`config.mk`:
```
export PLATFORM = sky130hd
export DESIGN_NAME = projectile_engine_flat
export DESIGN_NICKNAME = d
export VERILOG_FILES = /design/src/rtl/projectile_engine_if.sv /design/src/rtl/projectile_engine.sv /design/src/flat_wrapper.sv
export SDC_FILE = /design/constraint.sdc
export NUM_CORES = 1
export LEC_CHECK = 0
export BUFFER_PORTS_ARGS = -buffer_cell sky130_fd_sc_hd__buf_2
export CAP_MARGIN = 10
export CORE_MARGIN = 2
export CORE_UTILIZATION = 40
export DETAILED_ROUTE_END_ITERATION = 16
export HOLD_SLACK_MARGIN = 0.03
export SLEW_MARGIN = 20
export SYNTH_ARGS = -nofsm -noshare
export SYNTH_HDL_FRONTEND = slang
export SYNTH_SLANG_ARGS = --single-unit
```
`constraint.sdc`:
```
create_clock -name clk60MHz -period 4.71 [get_ports clk60MHz]
set_clock_uncertainty 0.2 [all_clocks]
set_input_delay 0.2355 -clock clk60MHz [delete_from_list [all_inputs] [get_ports clk60MHz]]
set_output_delay 0.2355 -clock clk60MHz [all_outputs]
set_load 0.01 [all_outputs]
```
`src/rtl/projectile_engine_if.sv`:
```
// Throw-control / draw-side bundle for the projectile engine.
// The master side issues throws; the slave side (the engine) reports particle, HP and game state.
interface projectile_engine_if #(
  parameter int POS_W = 12,
  parameter int SPD_W = 5,
  parameter int HP_W  = 7
);
  logic             throw_start;
  logic             turn;
  logic [SPD_W-1:0] speed_x;
  logic [SPD_W-1:0] speed_y;
  logic [3:0]       wind;
  logic [POS_W-1:0] xpos_particle;
  logic [POS_W-1:0] ypos_particle;
  logic [HP_W-1:0]  hp_player1;
  logic [HP_W-1:0]  hp_player2;
  logic             busy;
  logic             end_throw;
  logic [1:0]       hit_result;
  logic             game_over;
  logic [1:0]       winner;

  modport master (
    output throw_start, turn, speed_x, speed_y, wind,
    input  xpos_particle, ypos_particle, hp_player1, hp_player2,
           busy, end_throw, hit_result, game_over, winner
  );

  modport slave (
    input  throw_start, turn, speed_x, speed_y, wind,
    output xpos_particle, ypos_particle, hp_player1, hp_player2,
           busy, end_throw, hit_result, game_over, winner
  );
endinterface

```
`src/rtl/projectile_engine.sv`:
```
// Ballistic throw engine: integrates the trajectory on motion ticks, classifies the landing,
// applies saturating damage and latches game-over / winner.
module projectile_engine #(
  parameter int TICK_DIV = 500000,
  parameter int POS_W    = 12,
  parameter int SPD_W    = 5,
  parameter int HP_W     = 7,
  parameter int HP_INIT  = 100,
  parameter int GRAVITY  = 1,
  parameter int P1_X     = 262,
  parameter int P2_X     = 712,
  parameter int LAUNCH_Y = 400,
  parameter int GROUND_Y = 760,
  parameter int WALL_XL  = 497,
  parameter int WALL_XR  = 527,
  parameter int WALL_Y   = 384,
  parameter int X_MAX    = 1023,
  parameter int P1_ZL    = 112,
  parameter int P1_ZR    = 262,
  parameter int P1_CL    = 162,
  parameter int P1_CR    = 212,
  parameter int P2_ZL    = 712,
  parameter int P2_ZR    = 862,
  parameter int P2_CL    = 762,
  parameter int P2_CR    = 812,
  parameter int DMG_HIT  = 10,
  parameter int DMG_CRIT = 30,
  parameter int PARK_X   = 1025,
  parameter int PARK_Y   = 768
) (
  input  logic                clk60MHz,
  input  logic                rst,
  projectile_engine_if.slave  bus
);
  localparam int X_W   = POS_W + 2;
  localparam int V_W   = POS_W + 1;
  localparam int CNT_W = (TICK_DIV > 1) ? $clog2(TICK_DIV) : 1;

  localparam logic [1:0] RES_MISS = 2'b00;
  localparam logic [1:0] RES_WALL = 2'b01;
  localparam logic [1:0] RES_HIT  = 2'b10;
  localparam logic [1:0] RES_CRIT = 2'b11;

  typedef enum logic [1:0] {IDLE, FLIGHT, RESOLVE, OVER} state_t;

  state_t                  state_reg, state_next;
  logic signed [X_W-1:0]   x_reg, y_reg;
  logic signed [V_W-1:0]   vy_reg;
  logic [CNT_W-1:0]        cnt_reg;
  logic                    turn_reg;
  logic [SPD_W-1:0]        sx_reg;
  logic [3:0]              wind_reg;
  logic [1:0]              res_reg, res_next;
  logic [HP_W-1:0]         hp1_reg, hp2_reg;
  logic                    end_throw_reg;
  logic [1:0]              hit_result_reg;
  logic                    game_over_reg;
  logic [1:0]              winner_reg;

  int                      x_i, y_i;
  logic                    tick;
  logic [1:0]              zone_res;
  logic [HP_W-1:0]         dmg, hp_tgt, hp_after;
  logic signed [X_W-1:0]   sx_ext, wind_ext, step;

  always_comb begin
    x_i      = int'(x_reg);
    y_i      = int'(y_reg);
    tick     = (cnt_reg == CNT_W'(TICK_DIV - 1));
    sx_ext   = X_W'(sx_reg);
    wind_ext = {{(X_W-4){wind_reg[3]}}, wind_reg};
    step     = (turn_reg ? -sx_ext : sx_ext) + wind_ext;

    // The target is always the opponent of the thrower.
    zone_res = RES_MISS;
    if (!turn_reg) begin
      if (x_i >= P2_CL && x_i <= P2_CR)      zone_res = RES_CRIT;
      else if (x_i >= P2_ZL && x_i <= P2_ZR) zone_res = RES_HIT;
    end else begin
      if (x_i >= P1_CL && x_i <= P1_CR)      zone_res = RES_CRIT;
      else if (x_i >= P1_ZL && x_i <= P1_ZR) zone_res = RES_HIT;
    end

    dmg      = (res_reg == RES_CRIT) ? HP_W'(DMG_CRIT) :
               (res_reg == RES_HIT)  ? HP_W'(DMG_HIT)  : '0;
    hp_tgt   = turn_reg ? hp1_reg : hp2_reg;
    hp_after = (hp_tgt > dmg) ? (hp_tgt - dmg) : '0;

    state_next = state_reg;
    res_next   = res_reg;
    case (state_reg)
      IDLE:    if (bus.throw_start) state_next = FLIGHT;
      FLIGHT: begin
        // Collisions are tested on the registered position, ahead of any tick.
        if (x_i >= WALL_XL && x_i <= WALL_XR && y_i >= WALL_Y) begin
          state_next = RESOLVE;
          res_next   = RES_WALL;
        end else if (x_i < 0 || x_i > X_MAX) begin
          state_next = RESOLVE;
          res_next   = RES_MISS;
        end else if (y_i >= GROUND_Y) begin
          state_next = RESOLVE;
          res_next   = zone_res;
        end
      end
      RESOLVE: state_next = (hp_after == '0) ? OVER : IDLE;
      OVER:    state_next = OVER;
      default: state_next = IDLE;
    endcase
  end

  always_ff @(posedge clk60MHz) begin
    if (rst) begin
      state_reg      <= IDLE;
      x_reg          <= X_W'(PARK_X);
      y_reg          <= X_W'(PARK_Y);
      vy_reg         <= '0;
      cnt_reg        <= '0;
      turn_reg       <= 1'b0;
      sx_reg         <= '0;
      wind_reg       <= '0;
      res_reg        <= RES_MISS;
      hp1_reg        <= HP_W'(HP_INIT);
      hp2_reg        <= HP_W'(HP_INIT);
      end_throw_reg  <= 1'b0;
      hit_result_reg <= RES_MISS;
      game_over_reg  <= 1'b0;
      winner_reg     <= 2'b00;
    end else begin
      state_reg     <= state_next;
      res_reg       <= res_next;
      end_throw_reg <= 1'b0;
      case (state_reg)
        IDLE: if (bus.throw_start) begin
          turn_reg <= bus.turn;
          sx_reg   <= bus.speed_x;
          wind_reg <= bus.wind;
          x_reg    <= bus.turn ? X_W'(P2_X) : X_W'(P1_X);
          y_reg    <= X_W'(LAUNCH_Y);
          vy_reg   <= V_W'(bus.speed_y);
          cnt_reg  <= '0;
        end
        FLIGHT: if (state_next == FLIGHT) begin
          if (tick) begin
            x_reg   <= x_reg + step;
            y_reg   <= y_reg - X_W'(vy_reg);
            vy_reg  <= vy_reg - V_W'(GRAVITY);
            cnt_reg <= '0;
          end else begin
            cnt_reg <= cnt_reg + CNT_W'(1);
          end
        end
        RESOLVE: begin
          hit_result_reg <= res_reg;
          end_throw_reg  <= 1'b1;
          x_reg          <= X_W'(PARK_X);
          y_reg          <= X_W'(PARK_Y);
          if (turn_reg) hp1_reg <= hp_after;
          else          hp2_reg <= hp_after;
          if (hp_after == '0) begin
            game_over_reg <= 1'b1;
            winner_reg    <= turn_reg ? 2'b10 : 2'b01;
          end
        end
        default: ;
      endcase
    end
  end

  assign bus.xpos_particle = x_reg[POS_W-1:0];
  assign bus.ypos_particle = (y_reg < 0) ? '0 : y_reg[POS_W-1:0];
  assign bus.hp_player1    = hp1_reg;
  assign bus.hp_player2    = hp2_reg;
  assign bus.busy          = (state_reg == FLIGHT) || (state_reg == RESOLVE);
  assign bus.end_throw     = end_throw_reg;
  assign bus.hit_result    = hit_result_reg;
  assign bus.game_over     = game_over_reg;
  assign bus.winner        = winner_reg;
endmodule

```
`src/flat_wrapper.sv`:
```
// flat-port wrapper written by rule: the top's interface ports become plain ports
module projectile_engine_flat 
#(
  parameter int TICK_DIV = 500000,
  parameter int POS_W    = 12,
  parameter int SPD_W    = 5,
  parameter int HP_W     = 7,
  parameter int HP_INIT  = 100,
  parameter int GRAVITY  = 1,
  parameter int P1_X     = 262,
  parameter int P2_X     = 712,
  parameter int LAUNCH_Y = 400,
  parameter int GROUND_Y = 760,
  parameter int WALL_XL  = 497,
  parameter int WALL_XR  = 527,
  parameter int WALL_Y   = 384,
  parameter int X_MAX    = 1023,
  parameter int P1_ZL    = 112,
  parameter int P1_ZR    = 262,
  parameter int P1_CL    = 162,
  parameter int P1_CR    = 212,
  parameter int P2_ZL    = 712,
  parameter int P2_ZR    = 862,
  parameter int P2_CL    = 762,
  parameter int P2_CR    = 812,
  parameter int DMG_HIT  = 10,
  parameter int DMG_CRIT = 30,
  parameter int PARK_X   = 1025,
  parameter int PARK_Y   = 768
)
  (clk60MHz, rst, bus_throw_start, bus_turn, bus_speed_x, bus_speed_y, bus_wind, bus_xpos_particle, bus_ypos_particle, bus_hp_player1, bus_hp_player2, bus_busy, bus_end_throw, bus_hit_result, bus_game_over, bus_winner);
  projectile_engine_if #(.POS_W(POS_W), .SPD_W(SPD_W), .HP_W(HP_W)) bus_i ();
  input  logic clk60MHz;
  input  logic rst;
  input wire logic [$bits(bus_i.throw_start)-1:0] bus_throw_start;
  input wire logic [$bits(bus_i.turn)-1:0] bus_turn;
  input wire logic [$bits(bus_i.speed_x)-1:0] bus_speed_x;
  input wire logic [$bits(bus_i.speed_y)-1:0] bus_speed_y;
  input wire logic [$bits(bus_i.wind)-1:0] bus_wind;
  output wire logic [$bits(bus_i.xpos_particle)-1:0] bus_xpos_particle;
  output wire logic [$bits(bus_i.ypos_particle)-1:0] bus_ypos_particle;
  output wire logic [$bits(bus_i.hp_player1)-1:0] bus_hp_player1;
  output wire logic [$bits(bus_i.hp_player2)-1:0] bus_hp_player2;
  output wire logic [$bits(bus_i.busy)-1:0] bus_busy;
  output wire logic [$bits(bus_i.end_throw)-1:0] bus_end_throw;
  output wire logic [$bits(bus_i.hit_result)-1:0] bus_hit_result;
  output wire logic [$bits(bus_i.game_over)-1:0] bus_game_over;
  output wire logic [$bits(bus_i.winner)-1:0] bus_winner;
  assign bus_i.throw_start = bus_throw_start;
  assign bus_i.turn = bus_turn;
  assign bus_i.speed_x = bus_speed_x;
  assign bus_i.speed_y = bus_speed_y;
  assign bus_i.wind = bus_wind;
  assign bus_xpos_particle = bus_i.xpos_particle;
  assign bus_ypos_particle = bus_i.ypos_particle;
  assign bus_hp_player1 = bus_i.hp_player1;
  assign bus_hp_player2 = bus_i.hp_player2;
  assign bus_busy = bus_i.busy;
  assign bus_end_throw = bus_i.end_throw;
  assign bus_hit_result = bus_i.hit_result;
  assign bus_game_over = bus_i.game_over;
  assign bus_winner = bus_i.winner;
  projectile_engine #(.TICK_DIV(TICK_DIV), .POS_W(POS_W), .SPD_W(SPD_W), .HP_W(HP_W), .HP_INIT(HP_INIT), .GRAVITY(GRAVITY), .P1_X(P1_X), .P2_X(P2_X), .LAUNCH_Y(LAUNCH_Y), .GROUND_Y(GROUND_Y), .WALL_XL(WALL_XL), .WALL_XR(WALL_XR), .WALL_Y(WALL_Y), .X_MAX(X_MAX), .P1_ZL(P1_ZL), .P1_ZR(P1_ZR), .P1_CL(P1_CL), .P1_CR(P1_CR), .P2_ZL(P2_ZL), .P2_ZR(P2_ZR), .P2_CL(P2_CL), .P2_CR(P2_CR), .DMG_HIT(DMG_HIT), .DMG_CRIT(DMG_CRIT), .PARK_X(PARK_X), .PARK_Y(PARK_Y)) u_core (.clk60MHz(clk60MHz), .rst(rst), .bus(bus_i));
endmodule
```
; Word level (Yosys, flattened, before mapping)
; Cells that the tools add are included.
[classes]
n_addsub = 7
n_lt_le_gt_ge = 16
n_eq_ne = 10
muxes = 39
bitwise = 1
n_reduce_logical = 21
[ops]
columns = op, n
row1 = 14-bit two-way mux, 7
row2 = 14-bit case mux with 3 select lines, 2
row3 = 19-bit two-way mux, 3
row4 = 14-bit by 11-bit >= comparator with 1-bit output (second input constant), 3
row5 = 14-bit by 11-bit less-or-equal comparator with 1-bit output (second input constant), 3
row6 = 13-bit two-way mux, 3
row7 = 19-bit case mux with 2 select lines, 1
row8 = 14-bit by 10-bit >= comparator with 1-bit output (second input constant), 2
row9 = 14-bit by 1-bit less-than comparator with 1-bit output (second input constant), 2
row10 = 2-bit two-way mux, 14
row11 = 13-bit case mux with 2 select lines, 1
row12 = 7-bit two-way mux, 3
row13 = 19-bit by 1-bit adder with 19-bit output (second input constant), 1
row14 = 19-bit equality test (second input constant), 1
row15 = 14-bit adder, 1
row16 = 14-bit by 4-bit adder with 14-bit output, 1
row17 = 14-bit by 8-bit >= comparator with 1-bit output (second input constant), 1
row18 = 14-bit by 9-bit >= comparator with 1-bit output (second input constant), 1
row19 = 14-bit by 11-bit > comparator with 1-bit output (second input constant), 1
row20 = 14-bit by 10-bit less-or-equal comparator with 1-bit output (second input constant), 1
row21 = 14-bit by 9-bit less-or-equal comparator with 1-bit output (second input constant), 1
row22 = 5-bit negator with 14-bit output, 1
row23 = 14-bit by 13-bit subtractor with 14-bit output, 1
row24 = 13-bit by 2-bit subtractor with 13-bit output (second input constant), 1
row25 = other kinds (21), 38
[totals]
ff_bits = 94
inputBits = 18
out_inout_bits = 45
wordCells = 109

; Logic depth before layout (Yosys ltp)
[depth]
depth_word = 11
ltp_mapped = 16
depth_no_buf = 16

; Least setup slack after synthesis
; No wires, ideal clock.
[synth_timing]
kind = register -> register
from = register u_core.turn_reg
to = register u_core.x_reg[4]
setup_time_ps = 70
arrival_ps = 3639
t_required_ps = 4440
path_slack_ps = 800
path_stages_with_launch = 14
path_cell_list = dfxtp_1 buf_6 clkbuf_1 mux2_2 ha_1 nand2_1 o21ai_0 a2111oi_2 o311a_1 buf_4 o31ai_1 a31oi_4 or4_1 a21oi_1
[synth_between]
elab_chain_cells = 9
[synth_lines]
columns = item, line_no
row1 = from (decl), projectile_engine.sv:50  ; logic turn_reg;
row2 = from (signal assigned), projectile_engine.sv:135  ; turn_reg <= bus.turn;
row3 = branches (longest 9 deep; another with 14-bit by 4-bit adder with 14-bit output), --
row4 = to (signal assigned), projectile_engine.sv:138  ; x_reg <= bus.turn ? X_W'(P2_X) : X_W'(P1_X);
row5 = to (signal assigned), projectile_engine.sv:145  ; x_reg <= x_reg + step;
row6 = to (signal assigned), projectile_engine.sv:156  ; x_reg <= X_W'(PARK_X);
row7 = to (decl), projectile_engine.sv:47  ; logic signed [X_W-1:0] x_reg, y_reg;
; Parallel ways; which one is timed is not known. The select of a mux whose other input is x is not followed.
; A chain may end at the register's enable or synchronous reset.

; Worst setup path in the final report
[layout_timing]
from = register u_core.turn_reg
to = register u_core.x_reg[5]
; Same word-level chain as after synthesis.

==> impl_metrics.env <==
export IMPL_cp_arrival_ns=4.32
export IMPL_worst_pin_slew_ns=1.00
export IMPL_p_int_mw=2.20
export IMPL_clock_sinks=94
export IMPL_synth_top_area_share_pct=29.0
export IMPL_worstPathRequired_ns=4.79
export IMPL_area_growth_pct=13.1
export IMPL_p_sw_mw=1.79
export IMPL_setup_violations=0
export IMPL_final_cell_mix="dfxtp_1 (94), nand2_1 (79), nor2_1 (70), a21oi_1 (70), inv_1 (63)"
export IMPL_timing_final_crit_share_pct=89.9
export IMPL_rsz0062_at_grt="no"
export IMPL_cts_made_buffers=9
export IMPL_drtIter0Drc=425
export IMPL_dp_hpwl_um=12400
export IMPL_fin_tns_setup_ns=0
export IMPL_max_slew_margin_pct=33.0
export IMPL_r2r_start="u_core.turn_reg$_SDFFE_PP0P_"
export IMPL_layout_drive_gt1_share_pct=12.2
export IMPL_grt_pass1_wl_um=28100
export IMPL_pwr_density_cell_nw_per_um2=544
export IMPL_antenna_left=0
export IMPL_grt_pass1_vias=5352
export IMPL_ios=63
export IMPL_r2r_end="u_core.x_reg[5]$_SDFFE_PP0P_"
export IMPL_r2r_cells=13
export IMPL_synth_area_sq_um=6490
export IMPL_yosys_area_top_type="dfxtp_1"
export IMPL_synth_edff_count=0
export IMPL_yosys_most_used_dff="dfxtp_1"
export IMPL_yosysSeqAreaShare_pct=29.0
export IMPL_die_area_sq_um=17300
export IMPL_synth_seq_cells=94
export IMPL_rows=46
export IMPL_synth_area_leaders="dfxtp_1 (29%), ha_1 (7.3%), a21oi_1 (5.4%)"
export IMPL_whs_endpoint="u_core.vy_reg[1]$_SDFFE_PP0P_"
export IMPL_grt_max_degree=54
export IMPL_syn_area_per_cell_sq_um=8.05
export IMPL_avgRoutedWirePerCell_um=15.6
export IMPL_gp_congestion=0.849
export IMPL_peakVddDrop_mv=0.253
export IMPL_cts_root_buffer="clkbuf_16"
export IMPL_clk_pin_slew_ns=0.07
export IMPL_cp_end_kind="flop"
export IMPL_synth_cells=806
export IMPL_core_sq_um=15900
export IMPL_pwr_share_comb_pct=53.0
export IMPL_outcome="complete, no violations"
export IMPL_insertion_delay_ns=0.35
export IMPL_drc_errors=0
export IMPL_port_buffers=62
export IMPL_final_common_cell="dfxtp_1"
export IMPL_drv_slew=0
export IMPL_htreeDepth=3
export IMPL_overflow=0
export IMPL_vias=5776
export IMPL_hold_viol=0
export IMPL_min_path_cells=4
export IMPL_antenna_found_initial=0
export IMPL_power_share_sequential_pct=26.8
export IMPL_max_freq_mhz=236
export IMPL_fin_cells=1076
export IMPL_initial_utilization_pct=40.8
export IMPL_p_leak_nw=2.94
export IMPL_maxCapViolCount=0
export IMPL_yosysWarnings=0
export IMPL_async_flop_share_pct=0
export IMPL_largest_reg_flops=19
export IMPL_synth_fp_nets=878
export IMPL_switching_share_pct=44.8
export IMPL_dp_cells=1049
export IMPL_fin_nets=927
export IMPL_viasPerCell=5.37
export IMPL_n_antenna_cell=0
export IMPL_hold_path_startpoint="bus_speed_y[1]"
export IMPL_first_pass_iters=6
export IMPL_fin_crit_ns=4.24
export IMPL_min_path_type="input pin to flop"
export IMPL_track_usage_pct=19.9
export IMPL_die_h_um=131
export IMPL_cts_tree="built"
export IMPL_fillers=1623
export IMPL_p_clk_share_pct=20.2
export IMPL_critPathMaxFanout=32
export IMPL_yosysUniqueCellTypes=73
export IMPL_die_w_um=131
export IMPL_cts_buffer_depth=2
export IMPL_crit_type="flop to flop"
export IMPL_total_power_mw=3.99
export IMPL_ff2ff_setup_slack_ns=0.47
export IMPL_crit_path_start_kind="flop"
export IMPL_drt_total_wl_um=16800
[area by class of cell]
| cell class | instances | area, sq um | share of cell area, % |
|---|---|---|---|
| multi-input combinational | 603 | 4120 | 56.1 |
| sequential | 94 | 1880 | 25.7 |
| timing repair buffer | 83 | 508 | 6.92 |
| tap | 216 | 270 | 3.68 |
| clock buffer | 13 | 250 | 3.41 |
| inverter | 64 | 240 | 3.27 |
| clock inverter | 3 | 67.6 | 0.921 |
[worst max path at each step]
| stage | from | endpoint | cells past startpoint |
|---|---|---|---|
| 2_1_floorplan | u_core.turn_reg$_SDFFE_PP0P_ | u_core.x_reg[4]$_SDFFE_PP0P_ | 13 |
| 3_3_place_gp | u_core.turn_reg$_SDFFE_PP0P_ | u_core.x_reg[12]$_SDFFE_PP0P_ | 15 |
| 3_5_place_dp | u_core.turn_reg$_SDFFE_PP0P_ | u_core.x_reg[5]$_SDFFE_PP0P_ | 13 |
| 4_1_cts | u_core.turn_reg$_SDFFE_PP0P_ | u_core.x_reg[5]$_SDFFE_PP0P_ | 13 |
| 5_1_grt | u_core.turn_reg$_SDFFE_PP0P_ | u_core.x_reg[12]$_SDFFE_PP0P_ | 15 |
| 6_report | u_core.turn_reg$_SDFFE_PP0P_ | u_core.x_reg[5]$_SDFFE_PP0P_ | 13 |
[per-stage QoR]
stage                     setup WS, ns  hold slack (ns)  instance area (sq um)  utilization (%)
final                            0.474           0.0923                   7340             46.2
after floorplan                  0.800            0.171                   6490                -
after global routing             0.217           0.0985                   7340             46.2
after CTS                        0.483           0.0877                   7340             46.2
after detailed placement         0.520            0.252                   6910             43.5
after global placement           0.587            0.250                   6910             43.5
[per-layer routing]
metal / global-route usage (%) / part of all wire (%) / routed length [um] / vias up
met3: 2.78 / 4.7 / 790 / 14
met4: 6.04 / 1.5 / 260 / 0
met2: 30.6 / 43 / 7300 / 126
met5: 0 / 0 / 0 / -
met1: 28.9 / 50 / 8470 / 2673
li1: - / - / - / 2963
[cells by family after synthesis]
family                     Yosys count  synth area share [%]
muxes                               15                  2.43
DFF                                 94                  29.0
adders and majority gates           54                  12.3
buffers and inverters              109                  7.52
AOI/OAI and AO/OA                  207                  21.6
xor gates and xnor gates            41                  5.54
and+or+nand+nor                    286                  21.6
[power groups by stage]
| stage | Sequential, mW | Combinational [mW] | Clock (mW) |
|---|---|---|---|
| 2_1_floorplan | 1.05 | 1.66 | 0 |
| 3_3_place_gp | 1.09 | 2.10 | 0 |
| 3_5_place_dp | 1.09 | 2.10 | 0 |
| 4_1_cts | 1.07 | 2.12 | 0.825 |
| 5_1_grt | 1.10 | 2.38 | 0.860 |
| 6_report | 1.07 | 2.12 | 0.805 |
[Yosys cell counts, types with 8 or more instances]
cell	count
a211oi_1	17
clkbuf_1	22
mux2i_1	12
xnor2_1	29
a21oi_1	70
o21ai_0	23
dfxtp_1	94
inv_1	63
or3_1	17
nor2b_1	18
a31oi_1	14
buf_4	16
and3_1	10
nor2_1	70
nor3_1	28
fa_1	16
ha_1	38
xor2_1	12
nand2_1	79
nand4_1	8
o31ai_1	17
nand3_1	22
[worst max-delay path: stages (launching register included)]
cell	delay (ns)
dfxtp_1	0.47
mux2i_1	0.12
ha_1	0.21
fa_1	0.40
nand2b_1	0.16
a21oi_1	0.23
a21oi_1	0.10
buf_4	0.18
o311a_1	0.50
o31ai_1	0.42
a31oi_4	0.26
buf_12	0.24
or4_1	0.52
a21oi_1	0.14
[repair_timing]
action | CTS | global route
hold buffers | 11 | 0
gates resized for setup | 0 | 0
endpoints found under the hold margin | 11 | 0
buffers inserted | 0 | 0
No activity file was read; power rests on OpenSTA's default activity.
